**config.mk**
```make
export PLATFORM = sky130hd
export DESIGN_NAME = multicycle_control_unit
export DESIGN_NICKNAME = d
export VERILOG_FILES = /design/src/rtl/ctrl_pkg.sv /design/src/rtl/ctrl_decode.sv /design/src/rtl/multicycle_control_unit.sv
export SDC_FILE = /design/constraint.sdc
export NUM_CORES = 1
export LEC_CHECK = 0
export ABC_AREA = 1
export CORE_ASPECT_RATIO = 1.2
export CORE_MARGIN = 1.5
export CORE_UTILIZATION = 30
export CTS_CLUSTER_DIAMETER = 150
export DETAILED_ROUTE_END_ITERATION = 8
export GPL_TIMING_DRIVEN = 0
export SYNTH_ARGS = -nofsm -noshare
export SYNTH_HDL_FRONTEND = slang
export SYNTH_HIERARCHICAL = 1
export SYNTH_SLANG_ARGS = --single-unit
export TNS_END_PERCENT = 5
```
**constraint.sdc**
```tcl
create_clock -name clk -period 5.38 [get_ports clk]
set_input_delay 1.076 -clock clk [delete_from_list [all_inputs] [get_ports clk]]
set_output_delay 1.076 -clock clk [all_outputs]
set_load 0.005 [all_outputs]
```
**src/rtl/ctrl_pkg.sv**
```systemverilog
// Shared encodings for the multicycle control unit: opcodes, FSM states,
// datapath select codes and the instruction classes produced by ctrl_decode.
package ctrl_pkg;

   localparam logic [3:0] OP_LW   = 4'h0;
   localparam logic [3:0] OP_SW   = 4'h1;
   localparam logic [3:0] OP_ADD  = 4'h2;
   localparam logic [3:0] OP_ADDI = 4'h3;
   localparam logic [3:0] OP_SUB  = 4'h4;
   localparam logic [3:0] OP_NOT  = 4'h5;
   localparam logic [3:0] OP_SHL  = 4'h6;
   localparam logic [3:0] OP_SHR  = 4'h7;
   localparam logic [3:0] OP_AND  = 4'h8;
   localparam logic [3:0] OP_OR   = 4'h9;
   localparam logic [3:0] OP_BEQ  = 4'hA;
   localparam logic [3:0] OP_BNE  = 4'hB;
   localparam logic [3:0] OP_JUMP = 4'hC;
   localparam logic [3:0] OP_HALT = 4'hF;

   typedef enum logic [2:0] {
      S_FETCH  = 3'd0,
      S_DECODE = 3'd1,
      S_EXEC   = 3'd2,
      S_MEM    = 3'd3,
      S_WB     = 3'd4,
      S_HALT   = 3'd5,
      S_TRAP   = 3'd6
   } state_e;

   localparam logic [1:0] ALUOP_ADD  = 2'b00;
   localparam logic [1:0] ALUOP_MEM  = 2'b01;
   localparam logic [1:0] ALUOP_BR   = 2'b10;

   localparam logic [1:0] ALUSRC_REG = 2'b00;
   localparam logic [1:0] ALUSRC_MEM = 2'b01;
   localparam logic [1:0] ALUSRC_IMM = 2'b10;

   localparam logic [1:0] PCSRC_INC  = 2'b00;
   localparam logic [1:0] PCSRC_BR   = 2'b01;
   localparam logic [1:0] PCSRC_JMP  = 2'b10;

   localparam logic [2:0] CLS_MEM     = 3'd0;
   localparam logic [2:0] CLS_ALU_REG = 3'd1;
   localparam logic [2:0] CLS_ALU_IMM = 3'd2;
   localparam logic [2:0] CLS_BRANCH  = 3'd3;
   localparam logic [2:0] CLS_JUMP    = 3'd4;
   localparam logic [2:0] CLS_HALT    = 3'd5;
   localparam logic [2:0] CLS_ILLEGAL = 3'd6;

endpackage

```
**src/rtl/ctrl_decode.sv**
```systemverilog
// Combinational opcode classifier; any opcode bit above bit 3 makes the
// instruction illegal regardless of the low nibble.
module ctrl_decode
   import ctrl_pkg::*;
#(
   parameter int OPCODE_W = 4
) (
   input  logic [OPCODE_W-1:0] op,
   output logic [2:0]          cls
);

   logic [3:0] op4;
   logic       hi_set;

   assign op4    = op[3:0];
   assign hi_set = |(op >> 4);

   always_comb begin
      cls = CLS_ILLEGAL;
      if (!hi_set) begin
         case (op4)
            OP_LW, OP_SW:                cls = CLS_MEM;
            OP_ADDI:                     cls = CLS_ALU_IMM;
            OP_ADD, OP_SUB, OP_NOT, OP_SHL,
            OP_SHR, OP_AND, OP_OR:       cls = CLS_ALU_REG;
            OP_BEQ, OP_BNE:              cls = CLS_BRANCH;
            OP_JUMP:                     cls = CLS_JUMP;
            OP_HALT:                     cls = CLS_HALT;
            default:                     cls = CLS_ILLEGAL;
         endcase
      end
   end

endmodule

```
**src/rtl/multicycle_control_unit.sv**
```systemverilog
// Multicycle FSM control unit (FETCH/DECODE/EXEC/MEM/WB plus absorbing HALT/TRAP).
// Optional performance counters are enabled with macro CTRL_PERF_CNT_EN.
module multicycle_control_unit
   import ctrl_pkg::*;
#(
   parameter int OPCODE_W = 4,
   parameter int CNT_W    = 32
) (
   input  logic                clk,
   input  logic                rst,
   input  logic [OPCODE_W-1:0] Opcode,
   input  logic                zero,
   input  logic                mem_ready,
   output logic                pc_write,
   output logic                ir_write,
   output logic [1:0]          pc_src,
   output logic [1:0]          ALUOp,
   output logic [1:0]          ALUSrc,
   output logic                regDst,
   output logic                MemRead,
   output logic                MemtoReg,
   output logic                MemWrite,
   output logic                RegWrite,
   output logic                halted,
   output logic                illegal,
   output logic [2:0]          state
`ifdef CTRL_PERF_CNT_EN
   ,
   output logic [CNT_W-1:0]    cycle_cnt,
   output logic [CNT_W-1:0]    instr_cnt
`endif
);

   state_e              st, nxt;
   logic [OPCODE_W-1:0] op_q, op_sel;
   logic [2:0]          cls;
   logic                halted_q, illegal_q;
   logic [3:0]          op4;

   // DECODE must classify the live opcode since op_q only loads at its end.
   assign op_sel = (st == S_DECODE) ? Opcode : op_q;
   assign op4    = op_q[3:0];

   ctrl_decode #(.OPCODE_W(OPCODE_W)) u_dec (
      .op  (op_sel),
      .cls (cls)
   );

   always_ff @(posedge clk) begin
      if (rst) begin
         st        <= S_FETCH;
         op_q      <= '0;
         halted_q  <= 1'b0;
         illegal_q <= 1'b0;
      end else begin
         st <= nxt;
         if (st == S_DECODE) op_q <= Opcode;
         if (nxt == S_HALT)  halted_q  <= 1'b1;
         if (nxt == S_TRAP)  illegal_q <= 1'b1;
      end
   end

   always_comb begin
      nxt      = st;
      pc_write = 1'b0;
      ir_write = 1'b0;
      pc_src   = PCSRC_INC;
      ALUOp    = ALUOP_ADD;
      ALUSrc   = ALUSRC_REG;
      regDst   = 1'b0;
      MemRead  = 1'b0;
      MemtoReg = 1'b0;
      MemWrite = 1'b0;
      RegWrite = 1'b0;
      case (st)
         S_FETCH: begin
            ir_write = 1'b1;
            pc_write = 1'b1;
            nxt      = S_DECODE;
         end
         S_DECODE: begin
            if (cls == CLS_HALT)         nxt = S_HALT;
            else if (cls == CLS_ILLEGAL) nxt = S_TRAP;
            else                         nxt = S_EXEC;
         end
         S_EXEC: begin
            nxt = S_FETCH;
            case (cls)
               CLS_MEM: begin
                  ALUOp  = ALUOP_MEM;
                  ALUSrc = ALUSRC_MEM;
                  nxt    = S_MEM;
               end
               CLS_ALU_IMM: begin
                  ALUSrc = ALUSRC_IMM;
                  nxt    = S_WB;
               end
               CLS_ALU_REG: nxt = S_WB;
               CLS_BRANCH: begin
                  ALUOp    = ALUOP_BR;
                  pc_src   = PCSRC_BR;
                  pc_write = (op4 == OP_BNE) ? !zero : zero;
               end
               CLS_JUMP: begin
                  pc_src   = PCSRC_JMP;
                  pc_write = 1'b1;
               end
               default: nxt = S_FETCH;
            endcase
         end
         S_MEM: begin
            // The access strobe stays up until the memory acknowledges.
            if (op4 == OP_LW) MemRead  = 1'b1;
            else              MemWrite = 1'b1;
            if (mem_ready) nxt = (op4 == OP_LW) ? S_WB : S_FETCH;
         end
         S_WB: begin
            RegWrite = 1'b1;
            MemtoReg = (cls == CLS_MEM);
            regDst   = (cls == CLS_ALU_REG);
            nxt      = S_FETCH;
         end
         S_HALT, S_TRAP: nxt = st;
         default: nxt = S_FETCH;
      endcase
      // Reset has to silence the datapath even in the cycle it is sampled.
      if (rst) begin
         pc_write = 1'b0;
         ir_write = 1'b0;
         pc_src   = PCSRC_INC;
         ALUOp    = ALUOP_ADD;
         ALUSrc   = ALUSRC_REG;
         regDst   = 1'b0;
         MemRead  = 1'b0;
         MemtoReg = 1'b0;
         MemWrite = 1'b0;
         RegWrite = 1'b0;
      end
   end

   assign halted  = halted_q;
   assign illegal = illegal_q;
   assign state   = st;

`ifdef CTRL_PERF_CNT_EN
   always_ff @(posedge clk) begin
      if (rst) begin
         cycle_cnt <= '0;
         instr_cnt <= '0;
      end else begin
         if (st != S_HALT && st != S_TRAP) cycle_cnt <= cycle_cnt + 1'b1;
         if (nxt == S_FETCH && (st == S_EXEC || st == S_MEM || st == S_WB))
            instr_cnt <= instr_cnt + 1'b1;
      end
   end
`endif

endmodule

```
# == Word level (Yosys, flattened, before mapping) ==
# Memories as Yosys holds them, arrays and structs flattened.
# Cells that the tools add are included.
# classes
reduce_logical,6
bitwise_logic,0
eq_ne,15
div,0
n_addsub,0
order_cmp,0
n_mux,34
shift,0
multipliers,0
# op_table
cell,n
$eq A3 B3 Y1 const B,8
$mux W1,16
$pmux W3 S5,1
$eq A3 B2 Y1 const B,4
$mux W2,6
$mux W3,4
$pmux W2 S2,3
$eq A3 B1 Y1 const B,2
$logic_not A3 Y1,2
$pmux W3 S2,1
$eq A4 B4 Y1 const B,1
$logic_not A4 Y1,1
$mux W4,1
$pmux W1 S2,2
$reduce_or A2 Y1,2
$logic_not A1 Y1,1
# totals
romBits,48
word_cells,60
regBits,9
out_inout_bits,18
n_memories,1
latch_bits,0
ram_bits,0
# mem_list
memory,depth,width,read_ports,rd_clocked_by_memory_dff,write_ports,line,rtl
(name not given),16,3,1,0,0,ctrl_decode.sv:21,case (op4)

# == Longest topological paths before layout ==
# An unclocked memory read counts as a cell.
# logic_depth
ltp_word,8
mapped_depth,19
mapped_depth_nobuf,18

# == By module ==
# Netlist, hierarchy kept.
# by_module_without_submodules
mod,area_each_um2,n_inst,cells_per_inst
multicycle_control_unit,743.2,1,109
ctrl_decode,82.6,1,16

# == Worst setup path after synthesis ==
# Ideal clock, no wire load.
# synth_path
path_type,input to output
start,in Opcode[0]
end,out pc_write
path_slack_ps,1930
t_arrival_ps,2374
path_stages,11
path_cell_list,inv_1 > a21oi_1 > inv_1 > ha_1 > nand2_1 > nand3_1 > nand2_1 > inv_1 > nor4_2 > nand2_1 > nand2_1
# synth_between
elab_chain_len,6
elab_cells_between_ends,7
classes_between,2 x eq/ne; 4 x mux; 1 x memory
# synth_rtl
element,line,rtl
from (decl),multicycle_control_unit.sv:11,"input logic [OPCODE_W-1:0] Opcode,"
$mux W4 *,n/a,
via op_sel[0],multicycle_control_unit.sv:35,"logic [OPCODE_W-1:0] op_q, op_sel;"
$mem_v2 Z16 W3 *,n/a,
via cls[1],multicycle_control_unit.sv:36,logic [2:0] cls;
$eq A3 B3 Y1 or $eq A3 B2 Y1 (tied branches),multicycle_control_unit.sv:88,case (cls)
$pmux W1 S2 *,multicycle_control_unit.sv:88,
$pmux W1 S2 *,multicycle_control_unit.sv:75,case (st)
$mux W1 *,multicycle_control_unit.sv:127,if (rst) begin
to (decl),multicycle_control_unit.sv:14,"output logic pc_write,"
# Mark *: on every way through the listed nets, which the timed path passes. The rest lies on a longest branch.

# == Worst setup path after layout ==
# Ends and elaborated chain as after synthesis.

==> impl_metrics.toml <==
[cts]
ctsHoldBuffers = 0
clockBufferDepth = 2
ctsResizeCount = 0
htreeDepth = 1
cts_root_buf = "clkbuf_4"
cts.sinks = 9
worstSkewPairLatency_ps = 260
cts_setup_buffers = 0
cts_buffers = 3
cts_tree = "done"
cts.clk_slew.worst_paths_ps = 60

[logic_synthesis]
synth.area.mux_share_pct = 0
synth_area_leaders = "dfxtp_1 (22%), nand2_1 (12%), inv_1 (6.8%)"
ys_types = 29
yosysTopAreaCell = "dfxtp_1"
synth_area_um2 = 826
synth-compound-area-share_pct = 12.6
synth_top_family_by_area = "simple AND/OR/NAND/NOR gates"
syn_avg_cell_area_um2 = 6.61
syn_nets = 135
yosysTopAreaCellShare_pct = 21.8
synthAdderAreaFrac_pct = 3.03
synth-seq-cells = 9
syn_inst = 125
yosys.area_share.simple_pct = 46.4
ys_warn_count = 6
synthXorXnorAreaFrac_pct = 1.06
yosysSeqAreaShare_pct = 21.8

[power]
power.leakage_nw = 0.513
power.density_nw_per_um2 = 564
peakVddDrop_v = 0.000250

[min_path]
hold_path_end = "halted"
hp-class = "reg -> reg"
min_from = "halted"
hold_path_depth = 2

[outcome]
outcome = "finished, final reports clean"

[detailed_routing]
vias_per_cell = 4.63
via_count = 866
first_iter_violations = 6
wl_per_cell_um = 9.79
drc = 0
drt_pass1_iterations = 4
wl_mm = 1.83
antenna_left = 0

[final_layout]
fin_nets = 165
layout-drive-gt1-share_pct = 20.8
nFillCells = 276
syn2layout_area_growth_pct = 38.5
antenna_cells = 0

[placed_design]
dpl_worst_slack_ps = 883
gp_congestion = 0.823
portBuffers = 25
detailed_place_hpwl_mm = 1.57

[grt]
overflow = 0
first_global_vias = 796
antenna_found_initial = 0
grt_usage_pct = 14.1
grt_max_degree = 11
grt_pass1_wl_mm = 3.30

[critical_path]
r2r_start = "state[0]"
crit_type = "in -> out"
r2r_setup_slack_ps = 2740
crit_arrival_ps = 3410
worstReg2RegEnd = "halted"
crit_path_end_kind = "primary output"
reg2reg_depth = 17
start_kind = "input pin"
cp_max_fo = 4
cp.required_ps = 4300

[sta]
tightestPinTransition_ps = 527
max_slew_margin_pct = 64.9
rsz0062_at_grt = "no"
finalClockSkew_ps = 2.08
timing.final.max_slew_violations = 0
hold_viol_final = 0
timing.final.ws_setup_ps = 889
period_minus_slack_ps = 4490
tns_ps = 0
fin_crit_sh_pct = 83.5
setup_viol = 0
fmax_mhz = 223

[floorplanning]
die_x_um = 50.9
die_y_um = 60.5
initial_core_util_pct = 32.0
ios = 26
die-area_um2 = 3080
core_area_um2 = 2580
core.rowCount = 20

[run]
cap_violations = 0
-- synthesized netlist by cell type --
master    count
a211oi_1      2
nor4_1        2
inv_1        15
nand2_1      26
a21oi_1       6
buf_6         2
buf_1         1
a21oi_2       2
buf_4         1
nor3_1        3
nor2_1       12
nand2_4       1
nand4_2       1
inv_2         8
nand3_1       8
nand3_2       4
o21ai_0       1
nand4_1       2
o21ai_1       1
a211oi_2      2
nor2_4        3
nor4_2        2
xnor2_1       1
dfxtp_1       9
clkinv_2      1
ha_1          2
or2_1         4
a31oi_1       1
nand2_2       2
-- through the flow --
stage,area (um2),std cells,utilization [%],hold WS (ps),power [mW]
3_5_place_dp,1120,183,43.3,454,0.598
5_1_grt,1140,187,44.4,492,0.724
6_report,1140,187,44.4,463,0.644
3_3_place_gp,1120,183,43.3,449,0.589
2_1_floorplan,826,125,-,456,0.471
4_1_cts,1140,187,44.4,464,0.653
-- cells in the final DEF, fill, tap and decap left out, types with 3 or more instances in the layout --
master	count
nand2_1	26
clkdlybuf4s50_1	25
inv_1	15
nor2_1	12
dfxtp_1	9
inv_2	8
nand3_1	8
a21oi_1	6
nand3_2	4
or2_1	4
nor2_4	3
nor3_1	3
clkbuf_4	3
-- area by class of cell --
| class | count | area (um2) | share of cell area, % |
|---|---|---|---|
| flip-flops and latches | 9 | 180 | 15.8 |
| well taps | 33 | 41.3 | 3.61 |
| multi-input cells | 88 | 520 | 45.5 |
| inverters | 24 | 91.3 | 7.99 |
| repair buffers | 25 | 250 | 21.9 |
| plain buffers | 4 | 33.8 | 2.95 |
| clock buffers | 4 | 26.3 | 2.30 |
-- state kept, by name, summed over array words and instances (netlist names) --
name	flops
illegal	1
state	3
halted	1
op4	4
-- layer usage --
metal	part of all wire (%)	global-route usage (%)	up-vias
li1	-	-	459
met1	43	16.0	381
met2	50	25.6	22
met3	4.7	2.46	4
met4	1.7	6.95	0
met5	0	0	-
-- worst max-delay path, stage by stage --
cell and delay (ps):
clkdlybuf4s50_1 450, inv_1 50, a21oi_1 180, inv_1 70, ha_1 290, nand2_1 70
nand3_1 70, nand2_1 150, inv_1 110, nor4_2 250, nand2_1 80, nand2_1 70
clkdlybuf4s50_1 500
-- cell families after synthesis --
group / after synthesis
compound gates: 15
xor+xnor: 1
fa+ha+maj: 2
buf+inv: 28
flops: 9
simple gates: 70
-- worst max path at each step --
stage                     slack [ps]       end      start
after floorplan                 1930  pc_write  Opcode[0]
after global placement           900  pc_write  Opcode[0]
after detailed placement         880  pc_write  Opcode[0]
after CTS                        870  pc_write  Opcode[0]
after global routing             680  pc_write  Opcode[0]
final                            890  pc_write  Opcode[0]
-- where the power goes --
group / switching (mW) / total (mW) / internal [mW]
registers: 0.0252 / 0.118 / 0.0924
clock network: 0.0229 / 0.0514 / 0.0285
logic: 0.292 / 0.475 / 0.183
total: 0.341 / 0.644 / 0.304
(Power assumes the default switching activity.)
